===== config.mk =====
export PLATFORM = sky130hd
export DESIGN_NAME = inv_mix_columns_seq
export DESIGN_NICKNAME = d
export VERILOG_FILES = /design/src/rtl/aes_dec_pkg.sv /design/src/rtl/inv_mix_columns_seq_helper.sv /design/src/rtl/inv_mix_columns_seq.sv
export SDC_FILE = /design/constraint.sdc
export NUM_CORES = 1
export LEC_CHECK = 0
export ABC_AREA = 1
export CORE_MARGIN = 5
export CORE_UTILIZATION = 50
export DETAILED_ROUTE_END_ITERATION = 8
export PLACE_DENSITY = 0.77
export SLEW_MARGIN = 0
export SYNTH_ARGS = -nofsm -noshare
export SYNTH_HDL_FRONTEND = slang
export SYNTH_HIERARCHICAL = 1
export SYNTH_SLANG_ARGS = --single-unit

===== constraint.sdc =====
create_clock -name clk -period 5.29 [get_ports clk]
set_clock_uncertainty 0.1 [all_clocks]
set_input_delay 1.058 -clock clk [delete_from_list [all_inputs] [get_ports clk]]
set_output_delay 1.058 -clock clk [all_outputs]
set_load 0.01 [all_outputs]

===== src/rtl/aes_dec_pkg.sv =====
// Shared types and widths for the AES-256 decryption round datapath.
package aes_dec_pkg;

  localparam int AES_STATE_W = 128;
  localparam int AES_COL_W   = 32;

  typedef enum logic [1:0] {
    IDLE = 2'd0,
    RUN  = 2'd1,
    DONE = 2'd2
  } fsm_t;

  // Multiply by x in GF(2^8) modulo the AES polynomial.
  function automatic logic [7:0] xtime(input logic [7:0] b);
    return {b[6:0], 1'b0} ^ (b[7] ? 8'h1b : 8'h00);
  endfunction

endpackage


===== src/rtl/inv_mix_columns_seq_helper.sv =====
// Combinational InvMixColumns on one 32-bit column; byte 0 is rc[31:24].
module MixColumnHelper
  import aes_dec_pkg::*;
(
  input  logic [AES_COL_W-1:0] rc,
  output logic [AES_COL_W-1:0] mcl
);

  for (genvar j = 0; j < 4; j++) begin : g_byte
    logic [7:0] a, x2, x4, x8;
    logic [7:0] m9, m11, m13, m14;
    assign a   = rc[31-8*j -: 8];
    assign x2  = xtime(a);
    assign x4  = xtime(x2);
    assign x8  = xtime(x4);
    assign m9  = x8 ^ a;
    assign m11 = x8 ^ x2 ^ a;
    assign m13 = x8 ^ x4 ^ a;
    assign m14 = x8 ^ x4 ^ x2;
  end

  // Circulant matrix rows {14,11,13,9} rotated per output byte.
  assign mcl[31:24] = g_byte[0].m14 ^ g_byte[1].m11 ^ g_byte[2].m13 ^ g_byte[3].m9;
  assign mcl[23:16] = g_byte[0].m9  ^ g_byte[1].m14 ^ g_byte[2].m11 ^ g_byte[3].m13;
  assign mcl[15:8]  = g_byte[0].m13 ^ g_byte[1].m9  ^ g_byte[2].m14 ^ g_byte[3].m11;
  assign mcl[7:0]   = g_byte[0].m11 ^ g_byte[1].m13 ^ g_byte[2].m9  ^ g_byte[3].m14;

endmodule


===== src/rtl/inv_mix_columns_seq.sv =====
// Iterative InvMixColumns: COLS_PER_CYCLE columns per RUN cycle, rewritten in place.
// Bypass requests go straight to DONE; the result is held until out_ready.
module inv_mix_columns_seq
  import aes_dec_pkg::*;
#(
  parameter int COLS_PER_CYCLE = 1
) (
  input  logic                   clk,
  input  logic                   rst,
  input  logic                   in_valid,
  output logic                   in_ready,
  input  logic [AES_STATE_W-1:0] in_state,
  input  logic                   in_bypass,
  output logic                   out_valid,
  input  logic                   out_ready,
  output logic [AES_STATE_W-1:0] out_state,
  output logic                   busy
);

  if (COLS_PER_CYCLE != 1 && COLS_PER_CYCLE != 2 && COLS_PER_CYCLE != 4) begin : g_bad_cols
    $error("COLS_PER_CYCLE must be 1, 2 or 4");
  end

  localparam logic [1:0] LAST_IDX = 2'(4 - COLS_PER_CYCLE);
  localparam logic [1:0] IDX_STEP = 2'(COLS_PER_CYCLE);

  fsm_t state, state_nxt;
  logic [1:0] col_idx;
  // work[3] is col0 ([127:96]), so column c lives at work[~c].
  logic [3:0][AES_COL_W-1:0] work;
  logic [1:0]           sel [COLS_PER_CYCLE];
  logic [AES_COL_W-1:0] mcl [COLS_PER_CYCLE];

  for (genvar k = 0; k < COLS_PER_CYCLE; k++) begin : g_col
    assign sel[k] = col_idx + 2'(k);
    MixColumnHelper u_helper (
      .rc  (work[~sel[k]]),
      .mcl (mcl[k])
    );
  end

  always_comb begin
    state_nxt = state;
    unique case (state)
      IDLE:    if (in_valid) state_nxt = in_bypass ? DONE : RUN;
      RUN:     if (col_idx == LAST_IDX) state_nxt = DONE;
      DONE:    if (out_ready) state_nxt = IDLE;
      default: state_nxt = IDLE;
    endcase
  end

  always_ff @(posedge clk) begin
    if (rst) begin
      state   <= IDLE;
      col_idx <= 2'd0;
      work    <= '0;
    end else begin
      state <= state_nxt;
      unique case (state)
        IDLE: begin
          if (in_valid) begin
            work    <= in_state;
            col_idx <= 2'd0;
          end
        end
        RUN: begin
          for (int k = 0; k < COLS_PER_CYCLE; k++) begin
            work[~sel[k]] <= mcl[k];
          end
          col_idx <= col_idx + IDX_STEP;
        end
        default: ;
      endcase
    end
  end

  assign in_ready  = (state == IDLE);
  assign out_valid = (state == DONE);
  assign busy      = (state != IDLE);
  assign out_state = work;

endmodule


# After elaboration in Yosys (flattened, before gate mapping)
# Index checks and enable logic that the tools add are counted.
# Widths: inputs -> output; s select.
word_totals:
  reg_bits: 132
  latch_bits: 0
  mem_bits_rw: 0
  mem_bits_ro: 0
  output_inout_bits: 131
  mem_count: 0
classes:
  shifts: 0
  add_sub_neg: 1
  div: 0
  eq_ne: 6
  n_reduce_logical: 6
  n_mux: 26
  multipliers: 0
  n_bitwise: 49
  magnitude_cmp: 2
op_table:
  columns: ["op", "count"]
  rows:
  - ["$xor 8x8->8", 48]
  - ["$pmux 128 s2", 1]
  - ["$bwmux 128", 1]
  - ["$mux 128", 1]
  - ["$bmux 32 s2", 1]
  - ["$demux 32 s2", 1]
  - ["$mux 32", 2]
  - ["$mux 5", 12]
  - ["$mux 2", 5]
  - ["$pmux 2 s3", 1]
  - ["$eq 2x2->1 const B", 2]
  - ["$ne 2x2->1 const B", 2]
  - ["$pmux 2 s2", 1]
  - ["$reduce_bool 2->1", 2]
  - ["$lt 2x3->1 const B", 1]
  - ["$reduce_and 3->1", 1]
  - ["$add 2x1->2 const B", 1]
  - ["$eq 2x1->1 const B", 1]
  - ["$ge 2x1->1 const B", 1]
  - ["$logic_not 2->1", 1]
  - ["$ne 2x1->1 const B", 1]
  - ["$not 2->2", 1]
  - ["$reduce_and 2->1", 1]
  - ["$logic_and 1x1->1", 1]

# Longest topological paths before layout
# Gate-level depths: netlist of the first run.
logic_depth:
  depth_word: 16
  mapped_depth: 26

# By module
# The synthesis of the first run kept the hierarchy.
modules_own_cells:
  columns: ["mod", "cells_per_inst", "seq_area_each_um2", "area_each_um2", "n_inst"]
  rows:
  - ["inv_mix_columns_seq", 1584, 2642.5, 8399.3, 1]
  - ["MixColumnHelper", 652, 0.0, 3628.5, 1]

# Worst setup path after synthesis of the first run
# No wires, ideal clock.
synth_path:
  path_type: "flip-flop to flip-flop"
  from: "register col_idx[0]"
  to: "register work (netlist bit out_state[12])"
  arrival_ns: 2.830
  period_less_slack_ns: 2.994
  path_stages_with_launch: 22
  n_path_buf: 2
  path_slack_ns: 2.296
  path_cell_list: "dfxtp_1 inv_1 clkbuf_1 clkbuf_1 nor2_1 o22ai_1 nand2_1 nand2_4 nor2_1 o21ai_0 nand2_1 nand2_1 nand2_1 nand2_1 inv_1 nor2_1 nand2_1 nand2_1 nand2_1 nand2_1 nand2_1 nor2_1"
synth_rtl:
  columns: ["element", "line_no", "rtl"]
  rows:
  - ["start, declared", "inv_mix_columns_seq.sv:28", "logic [1:0] col_idx;"]
  - ["start signal, assigned", "inv_mix_columns_seq.sv:70", "col_idx <= col_idx + IDX_STEP;"]
  - ["end signal, assigned", "inv_mix_columns_seq.sv:62", "work <= in_state;"]
  - ["end signal, assigned by index", "inv_mix_columns_seq.sv:68", "work[~sel[k]] <= mcl[k];"]
  - ["end, declared", "inv_mix_columns_seq.sv:30", "logic [3:0][AES_COL_W-1:0] work;"]

==> flow_metrics.py, run 1 <==
metrics = {
    "yosys": {
        "avgSynthCellArea_um2": 5.38,
        "dominantRegCellSynth": "dfxtp_1",
        "ys_seq_area_share_pct": 22.0,
        "syn_area_um2": 12000,
        "synth-warning-count": 6,
        "synth_cell_types": 34,
        "synth-edff-count": 0,
        "syn_inst": 2236,
        "synth_nets": 2373,
        "ys_seq_elements": 132,
        "async_flop_share_pct": 0,
    },
    "drt": {
        "vias_per_cell": 5.12,
        "vias": 14100,
        "drt_wl_total_um": 46700,
        "ant_nets": 0,
        "wire_per_inst_um": 16.9,
        "drc": 0,
        "drt-pass1-iter-count": 8,
        "drt-initial-drc-count": 1313,
    },
    "worst_hold_path": {
        "holdPathStages": 2,
        "min_from": "out_state[63]",
        "hp-class": "reg2reg",
        "min_to": "out_state[63]",
    },
    "layout": {
        "layout_commonest_cell": "nand2_1",
        "nFillCells": 2344,
        "final_cell_mix": "1055 x nand2_1, 342 x nor2_1, 263 x clkdlybuf4s50_1, 202 x inv_1, 131 x dfxtp_1",
        "fin_nets": 2567,
        "regArea_um2": 2640,
        "area_delta_synth_final_pct": 27.2,
        "multi_input_area_um2": 7970,
        "drive_gt1_share_pct": 5.03,
    },
    "sta": {
        "whs_ps": 401,
        "worst_pin_slew_ps": 1130,
        "tns_ps": 0,
        "fin_crit_sh_pct": 79.7,
        "min_period_ps": 4220,
        "report.final.hold_viol_count": 0,
        "fmax_mhz": 237,
        "rsz0062_at_grt": "no",
        "slew_headroom_pct": 24.4,
        "final-setup-viol-count": 0,
        "drv_slew": 0,
    },
    "global_routing": {
        "grt_pass1_wl_um": 70900,
        "antenna_found_initial": 0,
        "grt_usage_pct": 33.3,
        "grt_max_degree": 85,
        "overflow": 0,
        "grt_pass1_vias": 12800,
    },
    "floorplanning": {
        "die_x_um": 165,
        "coreArea_um2": 23600,
        "die-area_um2": 27300,
        "die_h_um": 165,
        "start_util_pct": 50.9,
        "rows": 56,
        "io_pins": 264,
    },
    "worst_setup_path": {
        "r2r-start": "col_idx[0]",
        "path_common_cell": "nand2_1",
        "cp_cell_sequence": "buf_4, o21ai_0, o22ai_1, inv_2, nand2_2, nand3_1, nand2_2, xor2_1, nand3_1, nand2_1, nor2_1, nor2_1, nand2_1, nand2_1, nand2_1, nand2_1, nand2_1, nor2_1",
        "crit_path_max_fanout": 68,
        "r2r_cells": 18,
        "critPathKind": "reg2reg",
        "required_ps": 5550,
        "r2r_slack_ps": 1070,
        "crit_arrival_ps": 4480,
        "slowest_stage": "o22ai_1",
        "cp-start-kind": "flop",
        "r2r-end": "out_state[19]",
        "end_kind": "flop",
        "crit_path_max_incr_delay_ps": 880,
    },
    "clocking": {
        "cts_resized": 0,
        "clock_path_buffers": 2,
        "cts_setup_buffers": 0,
        "numCtsBuffers": 17,
        "cts_tree": "done",
        "clkTransAtPathRegs_ps": 60,
        "cts.htree.levels": 4,
        "worstSkewPairLatency_ps": 440,
        "cts_sinks": 132,
        "cts_root_buf": "clkbuf_16",
        "postCtsHoldBufs": 0,
    },
    "placement": {
        "place_congestion": 1.00,
        "io_buffer_count": 263,
        "dp_hpwl_um": 34800,
    },
    "status": {
        "status": "finished clean",
    },
    "job": {
        "cap_violations": 0,
    },
    "power": {
        "leakagePower_nw": 8.14,
        "vdd_drop_max_uv": 250,
        "power_density_nw_per_um2": 497,
    },
}
## logic make-up after synthesis
family	count (synthesis)	share of synthesized area [%]
simple gates	1490	48.3
buf+inv	340	11.9
xor+xnor	165	12.7
flops	132	22.0
compound gates	105	4.75
fa+ha+maj	4	0.416
## synth_stat cells, types with 6 or more instances
master	instances	area share (%)
clkbuf_1	49	1.5
nand3b_1	8	0.50
o21ai_0	68	2.8
xnor2_1	55	4.0
xor2_1	101	7.4
nand3_1	46	1.9
xnor2_2	6	0.81
nand2_2	18	0.94
dfxtp_1	132	22
nand2_1	1056	33
inv_1	204	6.4
nor2_1	342	11
inv_2	13	0.41
buf_2	55	2.3
o22ai_1	32	1.7
buf_6	8	0.75
## cell type report
type	count	area share [%]
Clock buffer	18	2.81
Antenna cell	1	0.0164
Tap cell	319	2.61
Clock inverter	14	0.908
Inverter	219	5.42
Multi-Input combinational cell	1764	52.1
Sequential cell	132	17.3
Timing Repair Buffer	296	18.8
## sequential cells by signal (all words and copies together) (netlist names)
name / count
state: 2
out_state: 128
col_idx: 2
## worst max path at each step
stage	depth (start not counted)	endpoint	slack, ps	start
2_1_floorplan	21	out_state[12]	2300	col_idx[0]
3_3_place_gp	19	out_state[51]	1260	col_idx[0]
3_5_place_dp	19	out_state[19]	1140	col_idx[0]
4_1_cts	19	out_state[19]	1110	col_idx[0]
5_1_grt	22	out_state[84]	700	col_idx[0]
6_report	18	out_state[19]	1070	col_idx[0]
## worst max-delay path: cells and delay by family, from the launching register on
family | cells | cell delay (ps)
XOR/XNOR | 1 | 330
AO/OA/AOI/OAI | 2 | 1080
AND/OR/NAND/NOR | 13 | 1520
buffers and inverters | 2 | 780
flip-flops | 1 | 330
## layer usage
metal	GRT usage [%]	up-vias	part of all wire, %
li1	-	7024	-
met2	55.0	768	46
met1	42.5	6224	40
met4	15.7	0	4.7
met3	5.36	130	9.1
met5	0	-	0
## where the power goes
| group | switching (mW) | total [mW] | leakage, nW | internal, mW |
|---|---|---|---|---|
| Combinational | 3.40 | 5.11 | 6.77 | 1.70 |
| Clock | 0.553 | 1.21 | 0.276 | 0.662 |
| Sequential | 0.145 | 1.28 | 1.10 | 1.14 |
| Total | 4.10 | 7.60 | 8.14 | 3.50 |
## stage by stage
stage | std cells | setup WS (ps) | instance area (um^2) | power (mW) | util (%)
floorplan | 2236 | 2300 | 12000 | 4.64 | -
global placement | 2730 | 1260 | 14700 | 6.26 | 62.4
detailed placement | 2730 | 1140 | 14700 | 6.29 | 62.4
CTS | 2762 | 1110 | 15300 | 7.52 | 64.8
global route | 2762 | 697 | 15300 | 8.14 | 64.8
finish | 2763 | 1070 | 15300 | 7.60 | 64.8
Note: power is estimated with default switching activity, not from simulation.
==> inputs of run 2 (changes only) <==
--- a/config.mk
+++ b/config.mk
@@ -7,9 +7,9 @@
 export LEC_CHECK = 0
 export ABC_AREA = 1
 export CORE_MARGIN = 5
-export CORE_UTILIZATION = 50
+export CORE_UTILIZATION = 47
 export DETAILED_ROUTE_END_ITERATION = 8
-export PLACE_DENSITY = 0.77
+export PLACE_DENSITY = 0.76
 export SLEW_MARGIN = 0
 export SYNTH_ARGS = -nofsm -noshare
 export SYNTH_HDL_FRONTEND = slang
==> constraint.sdc (replaced) <==
create_clock -name clk -period 3.6 [get_ports clk]
set_clock_uncertainty 0.1 [all_clocks]
set_input_delay 0.72 -clock clk [delete_from_list [all_inputs] [get_ports clk]]
set_output_delay 0.72 -clock clk [all_outputs]
set_load 0.01 [all_outputs]
==> flow_metrics.py, run 2 (synthesis gave the netlist of run 1 again) <==
metrics = {
    "drt": {
        "drc": 0,
        "dr_wl_met2_um": 21800,
        "drt_wl_total_um": 47300,
        "wl_met1_um": 18800,
        "wl_met3_um": 4400,
        "ant_nets": 0,
        "vias": 14300,
        "wire_per_inst_um": 16.9,
        "drt-pass1-iter-count": 6,
        "drt-initial-drc-count": 1286,
        "vias_per_cell": 5.12,
        "routed.top_layer": "met4",
    },
    "floorplanning": {
        "die_x_um": 170,
        "die_h_um": 170,
        "die-area_um2": 28900,
        "io_pins": 264,
        "coreArea_um2": 25200,
        "rows": 58,
        "start_util_pct": 47.8,
    },
    "worst_hold_path": {
        "hp-class": "reg2reg",
        "holdPathStages": 2,
        "min_from": "out_state[92]",
        "min_to": "out_state[92]",
    },
    "sta": {
        "rsz0062_at_grt": "no",
        "fmax_mhz": 302,
        "worst_pin_slew_ps": 860,
        "fin_crit_sh_pct": 91.9,
        "setup_ws_ps": 292,
        "final-setup-viol-count": 0,
        "report.final.hold_viol_count": 0,
        "tns_ps": 0,
        "drv_slew": 0,
        "min_period_ps": 3310,
        "slew_headroom_pct": 42.6,
    },
    "power": {
        "vdd_drop_max_uv": 330,
        "leakagePower_nw": 8.29,
        "power_density_nw_per_um2": 733,
    },
    "worst_setup_path": {
        "r2r_slack_ps": 290,
        "required_ps": 3830,
        "crit_path_max_fanout": 37,
        "slowest_stage": "dfxtp_4",
        "critPathKind": "reg2reg",
        "r2r_cells": 25,
        "path_common_cell": "nand2_1",
        "r2r-start": "col_idx[0]",
        "crit_path_max_incr_delay_ps": 440,
        "crit_arrival_ps": 3540,
        "path_buf_inv": 5,
        "r2r-end": "out_state[52]",
        "path_delay_family": "simple AND/OR/NAND/NOR gates",
        "cp-start-kind": "flop",
        "end_kind": "flop",
    },
    "layout": {
        "fin_nets": 2589,
        "layout_commonest_cell": "nand2_1",
        "final_cell_mix": "1054 x nand2_1, 342 x nor2_1, 263 x clkdlybuf4s50_1, 202 x inv_1, 131 x dfxtp_1",
        "largest_reg_flops": 128,
        "diodes": 0,
        "nFillCells": 2501,
        "drive_gt1_share_pct": 6.00,
        "area_delta_synth_final_pct": 29.5,
    },
    "global_routing": {
        "grt_usage_pct": 31.3,
        "grt_pass1_wl_um": 71600,
        "grt_pass1_vias": 13100,
        "overflow": 0,
        "antenna_found_initial": 0,
        "grt_max_degree": 82,
    },
    "placement": {
        "dp_slack_ps": 178,
        "place_congestion": 0.992,
        "io_buffer_count": 263,
        "dp_hpwl_um": 35100,
    },
    "clocking": {
        "postCtsHoldBufs": 0,
        "cts.htree.levels": 4,
        "cts_setup_buffers": 0,
        "numCtsBuffers": 17,
        "clkTransAtPathRegs_ps": 70,
        "clock_path_buffers": 2,
        "cts_resized": 0,
        "cts_tree": "done",
        "cts_root_buf": "clkbuf_16",
        "cts_sinks": 132,
        "worstSkewPairLatency_ps": 440,
    },
    "job": {
        "cap_violations": 0,
    },
    "status": {
        "status": "finished clean",
    },
}
==> run 2: power by group <==
group	switching, mW	leakage, nW	internal (mW)	total [mW]
sequential	0.231	1.10	1.67	1.90
combinational	4.98	6.90	2.67	7.66
clock	0.809	0.287	1.04	1.85
total	6.03	8.29	5.39	11.4
==> run 2: layer usage <==
metal,track usage (%),vias to the layer above
met5,0,-
met4,14.6,0
met3,4.55,151
met2,53.5,822
met1,39.0,6276
li1,-,7068
==> run 2: through the flow <==
stage | cells | cell area (um^2) | hold WS [ps] | power [mW] | util (%)
6_report | 2795 | 15600 | 411 | 11.4 | 61.9
5_1_grt | 2795 | 15600 | 413 | 12.2 | 61.9
4_1_cts | 2795 | 15600 | 405 | 11.3 | 61.8
3_5_place_dp | 2763 | 15000 | 395 | 9.42 | 59.4
3_3_place_gp | 2763 | 15000 | 386 | 9.34 | 59.4
2_1_floorplan | 2236 | 12000 | 416 | 6.82 | -
==> run 2: final cells by class <==
type / count / area (um^2) / share of cell area, %
multi-input combinational: 1764 / 7990 / 51.3
timing repair buffer: 318 / 3110 / 20.0
sequential: 132 / 2650 / 17.0
inverter: 219 / 828 / 5.32
clock buffer: 18 / 429 / 2.76
tap: 330 / 413 / 2.65
clock inverter: 14 / 164 / 1.05
==> run 2: worst min-delay path, cell delays in order (launching register included) <==
cell and delay (ps):
dfxtp_1 320, nor2_1 100, nor2_1 50
==> run 2: how the worst max path moves through the flow <==
stage                     cells after the start  slack, ps       endpoint       start
after floorplan                              21        610  out_state[12]  col_idx[0]
after global placement                       22        320  out_state[52]  col_idx[0]
after detailed placement                     22        180  out_state[52]  col_idx[0]
after CTS                                    22        170  out_state[52]  col_idx[0]
after global routing                         22         70  out_state[41]  col_idx[0]
final                                        25        290  out_state[52]  col_idx[0]
